[src/rtl/vend_pkg.sv]
// vend_pkg: state encoding, coin values and one-hot coin decode for vend_controller
package vend_pkg;
  typedef enum logic [1:0] {IDLE, COLLECT, VEND, PAYOUT} state_t;
  localparam int NICKLE_C = 5;
  localparam int DIME_C = 10;
  localparam int QUARTER_C = 25;
  typedef struct packed {
    logic valid;
    logic [4:0] value;
  } coin_t;
  function automatic coin_t coin_decode(input logic n, input logic d, input logic q);
    coin_t c;
    c.valid = (n ^ d ^ q) & ~(n & d & q);
    c.value = q ? 5'(QUARTER_C) : (d ? 5'(DIME_C) : 5'(NICKLE_C));
    return c;
  endfunction
endpackage

[src/rtl/vend_if.sv]
// vend_if: coin acceptor, soda dispenser and change dispenser signals of vend_controller
interface vend_if #(parameter int CREDIT_W = 7);
  logic i_nickle, i_dime, i_quarter, i_cancel, i_soda_ack, i_coin_ack;
  logic o_soda, o_coin_valid, o_coin_dime, o_coin_reject, o_busy;
  logic [CREDIT_W-1:0] o_credit;
  modport master(
    output i_nickle, i_dime, i_quarter, i_cancel, i_soda_ack, i_coin_ack,
    input o_soda, o_coin_valid, o_coin_dime, o_coin_reject, o_busy, o_credit
  );
  modport slave(
    input i_nickle, i_dime, i_quarter, i_cancel, i_soda_ack, i_coin_ack,
    output o_soda, o_coin_valid, o_coin_dime, o_coin_reject, o_busy, o_credit
  );
endinterface

[src/rtl/vend_payout.sv]
// vend_payout: change-dispenser handshake, pays loaded credit out one dime/nickel per ack
module vend_payout import vend_pkg::*; #(
  parameter int CREDIT_W = 7
) (
  input  logic                i_clk,
  input  logic                i_rst,
  input  logic                i_load,
  input  logic [CREDIT_W-1:0] i_credit,
  input  logic                i_coin_ack,
  output logic                o_coin_valid,
  output logic                o_coin_dime,
  output logic [CREDIT_W-1:0] o_credit,
  output logic                o_done
);
  localparam logic [CREDIT_W-1:0] DIME_V = CREDIT_W'(DIME_C);
  localparam logic [CREDIT_W-1:0] NICKLE_V = CREDIT_W'(NICKLE_C);
  logic r_active;
  logic [CREDIT_W-1:0] r_credit;
  logic w_take;
  assign w_take = r_active & i_coin_ack;
  assign o_coin_valid = r_active;
  assign o_coin_dime = r_active & (r_credit >= DIME_V);
  assign o_credit = r_credit;
  assign o_done = w_take & (r_credit <= DIME_V);
  always_ff @(posedge i_clk) begin
    if (i_rst) begin
      r_active <= 1'b0;
      r_credit <= '0;
    end else if (i_load) begin
      r_active <= 1'b1;
      r_credit <= i_credit;
    end else if (w_take) begin
      r_active <= ~o_done;
      r_credit <= r_credit - (o_coin_dime ? DIME_V : NICKLE_V);
    end
  end
endmodule

[src/rtl/vend_controller.sv]
// vend_controller: coin credit, vend and change sequencer; VEND_TIMEOUT_EN adds inactivity auto-refund
module vend_controller import vend_pkg::*; #(
  parameter int PRICE = 20,
  parameter int CREDIT_W = 7,
  parameter int TIMEOUT_CYC = 1000
) (
  input logic i_clk,
  input logic i_rst,
  vend_if.slave bus
);
  localparam logic [CREDIT_W-1:0] PRICE_V = CREDIT_W'(PRICE);
  if (PRICE <= 0 || PRICE % 5 != 0 || PRICE > 100) begin : g_bad_price
    $error("PRICE must be a non-zero multiple of 5, at most 100");
  end
  if (TIMEOUT_CYC < 2) begin : g_bad_timeout
    $error("TIMEOUT_CYC must be at least 2");
  end
  state_t r_state, w_next;
  logic [CREDIT_W-1:0] r_credit, w_credit, w_sum, w_pay_credit;
  logic r_reject, w_cancel, w_accept, w_load, w_done;
  coin_t w_coin;
  assign w_coin = coin_decode(bus.i_nickle, bus.i_dime, bus.i_quarter);
  assign w_accept = w_coin.valid & (r_state == IDLE || r_state == COLLECT);
  assign w_sum = r_credit + CREDIT_W'(w_coin.value);
`ifdef VEND_TIMEOUT_EN
  localparam int TW = $clog2(TIMEOUT_CYC);
  logic [TW-1:0] r_timer;
  always_ff @(posedge i_clk) begin
    r_timer <= (i_rst || w_accept || r_state != COLLECT) ? '0 : r_timer + 1'b1;
  end
  assign w_cancel = bus.i_cancel | (r_state == COLLECT && r_timer == TW'(TIMEOUT_CYC - 1));
`else
  assign w_cancel = bus.i_cancel;
`endif
  // coin is credited before cancel is considered; reaching the price wins over cancel
  always_comb begin
    w_next = r_state;
    w_credit = r_credit;
    w_load = 1'b0;
    unique case (r_state)
      IDLE, COLLECT: begin
        if (w_accept && w_sum >= PRICE_V) begin
          w_next = VEND;
          w_credit = w_sum - PRICE_V;
        end else if (w_accept) begin
          w_credit = w_sum;
          w_next = w_cancel ? PAYOUT : COLLECT;
          w_load = w_cancel;
        end else if (w_cancel && r_state == COLLECT) begin
          w_next = PAYOUT;
          w_load = 1'b1;
        end
      end
      VEND: begin
        if (bus.i_soda_ack) begin
          w_next = (|r_credit) ? PAYOUT : IDLE;
          w_load = |r_credit;
        end
      end
      PAYOUT: begin
        if (w_done) begin
          w_next = IDLE;
          w_credit = '0;
        end
      end
      default: w_next = IDLE;
    endcase
  end
  always_ff @(posedge i_clk) begin
    if (i_rst) begin
      r_state <= IDLE;
      r_credit <= '0;
      r_reject <= 1'b0;
    end else begin
      r_state <= w_next;
      r_credit <= w_credit;
      r_reject <= (bus.i_nickle | bus.i_dime | bus.i_quarter) & ~w_accept;
    end
  end
  vend_payout #(.CREDIT_W(CREDIT_W)) u_payout (
    .i_clk       (i_clk),
    .i_rst       (i_rst),
    .i_load      (w_load),
    .i_credit    (w_credit),
    .i_coin_ack  (bus.i_coin_ack),
    .o_coin_valid(bus.o_coin_valid),
    .o_coin_dime (bus.o_coin_dime),
    .o_credit    (w_pay_credit),
    .o_done      (w_done)
  );
  assign bus.o_soda = r_state == VEND;
  assign bus.o_busy = r_state == VEND || r_state == PAYOUT;
  assign bus.o_coin_reject = r_reject;
  assign bus.o_credit = (r_state == PAYOUT) ? w_pay_credit : r_credit;
endmodule

[src/flat_wrapper.sv]
// flat-port wrapper written by rule: the top's interface ports become plain ports
module vend_controller_flat import vend_pkg::*;
#(
  parameter int PRICE = 20,
  parameter int CREDIT_W = 7,
  parameter int TIMEOUT_CYC = 1000
)
  (i_clk, i_rst, bus_i_nickle, bus_i_dime, bus_i_quarter, bus_i_cancel, bus_i_soda_ack, bus_i_coin_ack, bus_o_soda, bus_o_coin_valid, bus_o_coin_dime, bus_o_coin_reject, bus_o_busy, bus_o_credit);
  vend_if #(.CREDIT_W(CREDIT_W)) bus_i ();
  input logic i_clk;
  input logic i_rst;
  input wire logic [$bits(bus_i.i_nickle)-1:0] bus_i_nickle;
  input wire logic [$bits(bus_i.i_dime)-1:0] bus_i_dime;
  input wire logic [$bits(bus_i.i_quarter)-1:0] bus_i_quarter;
  input wire logic [$bits(bus_i.i_cancel)-1:0] bus_i_cancel;
  input wire logic [$bits(bus_i.i_soda_ack)-1:0] bus_i_soda_ack;
  input wire logic [$bits(bus_i.i_coin_ack)-1:0] bus_i_coin_ack;
  output wire logic [$bits(bus_i.o_soda)-1:0] bus_o_soda;
  output wire logic [$bits(bus_i.o_coin_valid)-1:0] bus_o_coin_valid;
  output wire logic [$bits(bus_i.o_coin_dime)-1:0] bus_o_coin_dime;
  output wire logic [$bits(bus_i.o_coin_reject)-1:0] bus_o_coin_reject;
  output wire logic [$bits(bus_i.o_busy)-1:0] bus_o_busy;
  output wire logic [$bits(bus_i.o_credit)-1:0] bus_o_credit;
  assign bus_i.i_nickle = bus_i_nickle;
  assign bus_i.i_dime = bus_i_dime;
  assign bus_i.i_quarter = bus_i_quarter;
  assign bus_i.i_cancel = bus_i_cancel;
  assign bus_i.i_soda_ack = bus_i_soda_ack;
  assign bus_i.i_coin_ack = bus_i_coin_ack;
  assign bus_o_soda = bus_i.o_soda;
  assign bus_o_coin_valid = bus_i.o_coin_valid;
  assign bus_o_coin_dime = bus_i.o_coin_dime;
  assign bus_o_coin_reject = bus_i.o_coin_reject;
  assign bus_o_busy = bus_i.o_busy;
  assign bus_o_credit = bus_i.o_credit;
  vend_controller #(.PRICE(PRICE), .CREDIT_W(CREDIT_W), .TIMEOUT_CYC(TIMEOUT_CYC)) u_core (.i_clk(i_clk), .i_rst(i_rst), .bus(bus_i));
endmodule
[config.mk]
export PLATFORM = sky130hd
export DESIGN_NAME = vend_controller_flat
export DESIGN_NICKNAME = d
export VERILOG_FILES = /design/src/rtl/vend_pkg.sv /design/src/rtl/vend_if.sv /design/src/rtl/vend_payout.sv /design/src/rtl/vend_controller.sv /design/src/flat_wrapper.sv
export SDC_FILE = /design/constraint.sdc
export NUM_CORES = 1
export LEC_CHECK = 0
export CAP_MARGIN = 20
export CORE_ASPECT_RATIO = 0.75
export CORE_UTILIZATION = 50
export CTS_CLUSTER_DIAMETER = 120
export CTS_CLUSTER_SIZE = 14
export DETAILED_ROUTE_END_ITERATION = 10
export HOLD_SLACK_MARGIN = 0.15
export PLACE_DENSITY = 0.73
export SYNTH_ARGS = -nofsm -noshare
export SYNTH_HDL_FRONTEND = slang
export SYNTH_SLANG_ARGS = --single-unit
[constraint.sdc]
create_clock -name i_clk -period 2.7 [get_ports i_clk]
set_input_delay 0.27 -clock i_clk [delete_from_list [all_inputs] [get_ports i_clk]]
set_output_delay 0.27 -clock i_clk [all_outputs]
set_load 0.02 [all_outputs]
# Word level (Yosys, flattened, before mapping)

Index checks and enable logic that the tools add are counted.

Register bits after elaboration: 18
Output and inout bits: 12
Word-level logic and storage cells: 66
Bits of input ports: 8

Reduce and logical (&&, ||, !) cells: 9
Equal/unequal tests: 6
Multiplexer cells: 25
Magnitude comparators: 3
Bitwise operators: 15
Add/sub/neg operators: 3

Operators by type and width:

| cell                                                           | count |
|---|---|
| 2-to-1 mux 7 bit                                               | 6 |
| 2-to-1 mux 2 bit                                               | 7 |
| one-hot mux 7 bit (2 select lines)                             | 1 |
| AND 1 bit                                                      | 8 |
| 2-to-1 mux 4 bit                                               | 2 |
| adder 7 x 5 -> 7 bit                                           | 1 |
| >= comparator 7 x 4 -> 1 bit, second input constant            | 1 |
| >= comparator 7 x 5 -> 1 bit, second input constant            | 1 |
| less-or-equal comparator 7 x 4 -> 1 bit, second input constant | 1 |
| OR reduction 7 bit                                             | 1 |
| subtractor 7 x 4 -> 7 bit                                      | 1 |
| subtractor 7 x 5 -> 7 bit, second input constant               | 1 |
| 2-to-1 mux 1 bit                                               | 6 |
| one-hot mux 2 bit (3 select lines)                             | 1 |
| 2-to-1 mux 5 bit                                               | 1 |
| equality test 2 bit, second input constant                     | 2 |
| != test 2 bit, second input constant                           | 2 |
| != test 4 x 1 -> 1 bit, second input constant                  | 1 |
| NOT 1 bit                                                      | 3 |
| AND reduction 3 bit                                            | 1 |
| equality test 2 x 1 -> 1 bit, second input constant            | 1 |
| logical AND 1 bit                                              | 2 |
| zero test 2 bit                                                | 1 |
| logical OR 1 bit                                               | 2 |
| 5 further kinds                                                | 7 |

# Longest topological paths before layout

Gate-level depths: netlist of the first run.

Depth in word-level cells: 9
Mapped depth: 15
Mapped depth without buffers: 14

# By module

A second synthesis of the first run with hierarchy kept.

Cells, all modules: 219
Area, all modules: 1,710.4 µm²

By module, submodules not included:

| module          | seq. area each (µm²) | cells each | area an instance (µm²) | instances |
|---|---|---|---|---|
| vend_controller | 200.2                | 147        | 1,131.1                | 1 |
| vend_payout     | 160.2                | 72         | 579.3                  | 1 |

# Least setup slack after synthesis of the first run

No wires, ideal clock.

Path kind: input to register
Start point: in bus_i_quarter
End point: reg u_core.u_payout.r_credit[5], in the netlist u_core.u_payout.o_credit[5]
Buffers on the path: 1
Data arrival time: 2.674 ns
Data required time: 2.569 ns
Stages: 15
Library setup time: 0.131 ns
Slack: -0.105 ns
Path through: inv_1 nand2_1 inv_1 ha_1 a211oi_2 nor2_1 xnor2_1 ha_1 nor3b_1 inv_1 a31o_2 a41o_4 buf_6 nor2_1 a211oi_2

Word-level cells in the longest chain between the ends: 8
Elaborated cells between the ends (all ways): 18
Classes of those cells: add/sub (2); order compare (1); mux (8); bitwise (5); reduce/logical (2)

RTL lines:

| item                                                         | line               | source |
|---|---|---|
| start, declared                                              | flat_wrapper.sv:14 | `input wire logic [$bits(bus_i.i_quarter)-1:0] bus_i_quarter;` |
| branches (longest 8 deep; another with adder 7 x 5 -> 7 bit) | n/a                |  |
| end signal, assigned                                         | vend_payout.sv:31  | `r_credit <= i_credit;` |
| end signal, assigned                                         | vend_payout.sv:34  | `r_credit <= r_credit - (o_coin_dime ? DIME_V : NICKLE_V);` |
| end, declared                                                | vend_payout.sv:18  | `logic [CREDIT_W-1:0] r_credit;` |

Several ways; the timed one is not identified.
A chain may end at the register's enable or synchronous reset.

# Worst setup path in the final report of the first run

Start point: in bus_i_quarter
End point: reg u_core.u_payout.r_credit[6], in the netlist u_core.u_payout.o_credit[6]

The elaborated chain is that of the path after synthesis.

==> flow_metrics.tcl, run 1 <==
set metrics [dict create \
    p_comb_share_pct 73.3 \
    grt_pass1_wl_um 7850 \
    finalWirelength_um 4820 \
    met2_length_um 2290 \
    power.internal_uw 1460 \
    p_clk_share_pct 8.4 \
    seqCellArea_um2 362 \
    die_x_um 67.5 \
    place_area_mm2 0.00206 \
    m1WireLength_um 2100 \
    synth_seq_cells 18 \
    required_ns 2.89 \
    dr.pass1.iters 4 \
    initial_utilization_pct 53.6 \
    p_switching_uw 1190 \
    path_max_fanout 5 \
    hold_buffers 0 \
    fmax_ghz 0.376 \
    async_reset_ff_share_pct 0 \
    route.vias.total 1702 \
    seq_power_share_pct 18.3 \
    maxUsedRoutingLayer "met4" \
    wl_met3_um 283 \
    ctsHtreeMaxLevel 1 \
    area_growth_pct 43.1 \
    synth.avg_cell_area_um2 8.20 \
    finalSetupTns_ns 0 \
    clock_skew_ns 0.00182 \
    die_h_um 51.1 \
    multi_input_area_mm2 0.00128 \
    cap_violations 0 \
    dpl.hpwl_um 3320 \
    wl_per_cell_um 16.6 \
    grt_max_degree 19 \
    cts_buffers 3 \
    swShare_pct 45.1 \
    synth_edf_count 0 \
    num_rows 17 \
    ant_nets 0 \
    peakVddDrop_mv 0.580 \
    core_mm2 0.00300 \
    synth.most_common_cell "nand2_1" \
    crit_path_end_kind "register" \
    cts_tree "built" \
    fin_crit_sh_pct 98.4 \
    drt_iter0_drc 77 \
    dieArea_mm2 0.00345 \
    crit_type "in -> reg" \
    synth_commonest_cells "24 x nand2_1, 18 x dfxtp_1, 15 x nor2_1, 14 x inv_1, 13 x ha_1" \
    cts.clk_slew.worst_paths_ns 0.07 \
    cts_root_buffer "clkbuf_8" \
    post-route-cell-area_mm2 0.00230 \
    ys_types 58 \
    grt_usage_pct 31.2 \
    outcome "finished, final reports clean" \
    grt-ovfl-total 0 \
    antenna_found_initial 0 \
    worst_pin_slew_ns 0.768 \
    startpoint_type "input port" \
    p_per_area_mw_per_mm2 1150 \
    post-route-min-period_ns 2.66 \
    nNetsFinal 276 \
    yosysTopAreaCell "dfxtp_1" \
    p_leak_uw 0.00101 \
    grt_pass1_vias 1693 \
    drv_slew 0 \
    netlist_area_mm2 0.00161 \
    n_antenna_cell 0 \
    cp.arrival_ns 2.85 \
    min_path_type "in -> reg" \
    slew_headroom_pct 48.6 \
    rsz0062_at_grt "true" \
    vias_per_cell 5.87 \
    gp_congestion 0.870 \
    synth_cells 196 \
    clock_latency_ns 0.26 \
    drive_gt1_share_pct 36.9 \
    synth_top_cell_area_share_pct 22.4 \
    drc 0 \
    ys.flop_type "dfxtp_1" \
    yosysSeqAreaShare_pct 22.4 \
    setup_viol 0 \
    portBuffers 19 \
    io_pins 20 \
    ctsLongestPathBuffers 2 \
    fillCellCount 188 \
    hold_violations 0 \
    synth_area_leaders "dfxtp_1 22%, ha_1 10%, nand2_1 5.6%, a21oi_1 3.7%, nor2_1 3.5%" \
    yosys_warnings 0 \
    clock_sinks 18 \
    synth_nets 219 \
]
-- worst max-delay path: stages --
cell and delay, ns:
dlygate4sd2_1 0.25, inv_2 0.07, nand2_2 0.08, ha_4 0.19, fa_2 0.40, a21o_1 0.24, a21oi_2 0.20, xor2_1 0.29
a31o_4 0.19, a41o_4 0.27, mux2_4 0.32, nor2_2 0.07
-- registers in the layout (all words and copies together) (netlist names) --
| name | count |
|---|---|
| u_core.u_payout.o_credit | 7 |
| u_core.r_state | 2 |
| u_core.u_payout.o_coin_valid | 1 |
| u_core.r_credit | 7 |
| u_core.bus.o_coin_reject | 1 |
-- per-stage QoR --
| step | cells | hold slack [ns] | power, µW | util, % | setup WS (ns) |
|---|---|---|---|---|---|
| after floorplan | 196 | 0.434 | 1480 | - | 0.0374 |
| after global placement | 279 | 0.547 | 2060 | 68.8 | -0.429 |
| after detailed placement | 279 | 0.588 | 2110 | 68.8 | -0.551 |
| after CTS | 289 | 0.523 | 2510 | 75.1 | 0.0795 |
| after global routing | 290 | 0.536 | 2810 | 76.7 | -0.0146 |
| final | 290 | 0.526 | 2650 | 76.7 | 0.0422 |
-- cell families (layout without fill, tap and decap cells) --
family / count (synthesis) / after routing / synth area share, %
AND/OR/NAND/NOR: 70 / 70 / 22.4
XOR/XNOR: 8 / 8 / 4.36
buffers and inverters: 22 / 77 / 7.01
flip-flops: 18 / 18 / 22.4
adder cells (fa/ha/maj): 15 / 15 / 12.6
multiplexers: 7 / 7 / 4.98
AO/OA/AOI/OAI: 56 / 57 / 26.2
-- path summary, 6_finish.rpt --
| kind | from | end | slack, ns | depth (start not counted) |
|---|---|---|---|---|
| min reg2reg | u_core.u_payout.o_coin_valid | u_core.u_payout.o_coin_valid | 0.58 | 2 |
| max | bus_i_quarter | u_core.u_payout.o_credit[6] | 0.04 | 12 |
| min | bus_i_quarter | u_core.bus.o_coin_reject | 0.53 | 4 |
| max reg2reg | u_core.r_credit[0] | u_core.u_payout.o_credit[6] | 0.10 | 9 |
-- layer usage --
layer | track usage [%] | up-vias
met1 | 35.9 | 799
met2 | 54.5 | 60
met3 | 8.48 | 16
li1 | - | 827
met4 | 11.7 | 0
met5 | 0 | -
-- power groups by stage --
stage	combinational, µW	sequential (µW)	clock [µW]
final	1940	484	224
after global routing	2060	502	239
after CTS	1810	473	226
after detailed placement	1630	474	0
after global placement	1590	475	0
after floorplan	1040	439	0
-- what timing repair did --
action                                  4_1_cts  5_1_grt
cloned                                        1        0
pin swaps                                     9        3
resized for setup                            21       13
endpoints found under the setup margin       15       12
buffers inserted                              5        1
-- layout by cell type, fill, tap and decap left out, types with 4 or more instances in the layout --
| master | count |
|---|---|
| nor2_1 | 13 |
| a21oi_1 | 9 |
| buf_4 | 39 |
| a21oi_2 | 4 |
| clkbuf_8 | 4 |
| mux2_2 | 4 |
| nand2_1 | 22 |
| clkdlybuf4s50_1 | 17 |
| ha_1 | 9 |
| o21ai_0 | 9 |
| a211oi_1 | 5 |
| nor2b_1 | 6 |
| xnor2_1 | 4 |
| dfxtp_1 | 17 |
| inv_1 | 11 |
-- layout make-up --
class | count | share of cell area (%)
Tap cell | 38 | 2.07
Multi-Input combinational cell | 157 | 55.7
Timing Repair Buffer | 59 | 21.8
Sequential cell | 18 | 15.7
Inverter | 14 | 2.29
Clock buffer | 4 | 2.39
Note: power is estimated with default switching activity, not from simulation.
==> run 2, diff against run 1 <==
Settings changed: CTS_CLUSTER_DIAMETER 120 to 200, SETUP_SLACK_MARGIN set to 0.4.
==> run 2 against run 1 <==
Core utilization up 6.7 points; critical endpoint is now u_core.r_credit[2]; routed wire length up 17%; final cell count up 0.69%; count of clock-buffer cells in the layout down 1; worst setup slack better by 0.059 ns; clock power down 11%; non-clock buffer count up 4; clock skew up 0.010 ns; critical path depth up 4; combinational power up 20%; first-iteration DRC count up 87%; maximum frequency up 2.3%.
==> flow_metrics.tcl, run 2 (synthesized netlist as in run 1, its figures left out) <==
set metrics [dict create \
    route.vias.total 1806 \
    startpoint_type "input port" \
    fillCellCount 144 \
    fin_crit_sh_pct 96.3 \
    grt_usage_pct 28.8 \
    p_per_area_mw_per_mm2 1210 \
    worst_pin_slew_ns 0.810 \
    initial_utilization_pct 53.6 \
    vias_per_cell 6.18 \
    p_leak_uw 0.00104 \
    nNetsFinal 279 \
    cts.clk_slew.worst_paths_ns 0.06 \
    drc 0 \
    crit_path_end_kind "register" \
    ant_nets 0 \
    drv_slew 0 \
    finalSetupTns_ns 0 \
    drive_gt1_share_pct 46.1 \
    post-place-ws_ns -0.545 \
    dpl.hpwl_um 3220 \
    clock_skew_ns 0.0119 \
    rsz0062_at_grt "true" \
    ctsHtreeMaxLevel 1 \
    rrSetupSlack_ns 0.12 \
    required_ns 2.87 \
    final_common_cell "buf_4" \
    crit_type "in -> reg" \
    slew_headroom_pct 45.9 \
    ctsLongestPathBuffers 2 \
    cap_violations 0 \
    die_h_um 51.1 \
    final_cell_mix "39 x buf_4, 17 x nand2_1, 17 x clkdlybuf4s50_1, 15 x dfxtp_1, 12 x nor2_1" \
    num_rows 17 \
    cts_buffers 3 \
    path_max_fanout 4 \
    area_growth_pct 55.6 \
    grt_pass1_wl_um 7270 \
    cts_root_buffer "clkbuf_8" \
    setup_viol 0 \
    instances_no_fill 292 \
    grt_max_degree 19 \
    n_antenna_cell 0 \
    grt_pass1_vias 1607 \
    wl_per_cell_um 19.3 \
    fmax_ghz 0.385 \
    dieArea_mm2 0.00345 \
    clock_latency_ns 0.27 \
    finalWirelength_um 5620 \
    cts_tree "built" \
    final.setup.worst_slack_ns 0.101 \
    grt-ovfl-total 0 \
    antenna_found_initial 0 \
    min_path_type "in -> reg" \
    holdWs_ns 0.492 \
    hold_violations 0 \
    drt_iter0_drc 144 \
    outcome "finished, final reports clean" \
    core_mm2 0.00300 \
    clock_sinks 18 \
    hold_buffers 0 \
    place_inst 273 \
    gp_congestion 0.903 \
    portBuffers 19 \
    die_x_um 67.5 \
    io_pins 20 \
    dr.pass1.iters 5 \
    cp.arrival_ns 2.77 \
    final_core_util_pct 83.4 \
    post-route-min-period_ns 2.60 \
    peakVddDrop_mv 0.656 \
]
==> run 2: layout make-up <==
type | instances | area, µm² | area share, %
repair buffers | 63 | 541 | 21.6
flip-flops and latches | 18 | 369 | 14.8
multi-input cells | 156 | 1430 | 57.3
inverters | 14 | 70.1 | 2.80
well taps | 38 | 47.5 | 1.90
clock buffers | 3 | 41.3 | 1.65
==> run 2: critical path, stage by stage <==
cell and delay, ns:
buf_2 0.08, buf_6 0.12, inv_12 0.04, nand2_2 0.08, inv_2 0.05, ha_4 0.26
buf_4 0.13, a21o_1 0.20, nand4_1 0.15, and3_2 0.28, nor3_4 0.33, buf_4 0.20
mux2i_2 0.23, a211oi_2 0.07, buf_4 0.17, nor2_1 0.12
==> run 2: final timing paths <==
check                               start                      endpoint  cells after the start
min                         bus_i_quarter      u_core.bus.o_coin_reject                      5
max reg2reg            u_core.r_credit[2]            u_core.r_credit[2]                     11
min reg2reg  u_core.u_payout.o_coin_valid  u_core.u_payout.o_coin_valid                      2
max                         bus_i_quarter            u_core.r_credit[2]                     16
==> run 2: timing repair <==
item	4_1_cts	5_1_grt
resized for setup	39	33
setup buffers	7	9
setup endpoints to repair	17	24
pin swaps	11	18
==> run 2: stage by stage <==
step / area, µm² / power (µW)
6_report: 2500 / 3030
4_1_cts: 2270 / 2490
3_5_place_dp: 2070 / 2080
3_3_place_gp: 2070 / 2040
5_1_grt: 2500 / 3180
2_1_floorplan: 1670 / 1520
==> run 2: routing by layer <==
layer  track usage [%]  part of all wire (%)  routed length (µm)  vias up
met2              50.8                    49                2740       90
met4              7.09                   3.0                 170        0
met3              6.92                   7.1                 397       20
li1                  -                     -                   -      820
met1              34.5                    41                2320      876
met5                 0                     0                   0        -
==> run 2: power breakdown <==
| part | leakage [µW] | total (µW) | switching (µW) | internal (µW) |
|---|---|---|---|---|
| clock | 0.0000216 | 200 | 100 | 99.8 |
| sequential | 0.000149 | 506 | 145 | 362 |
| combinational | 0.000873 | 2330 | 1170 | 1160 |
| total | 0.00104 | 3030 | 1410 | 1620 |
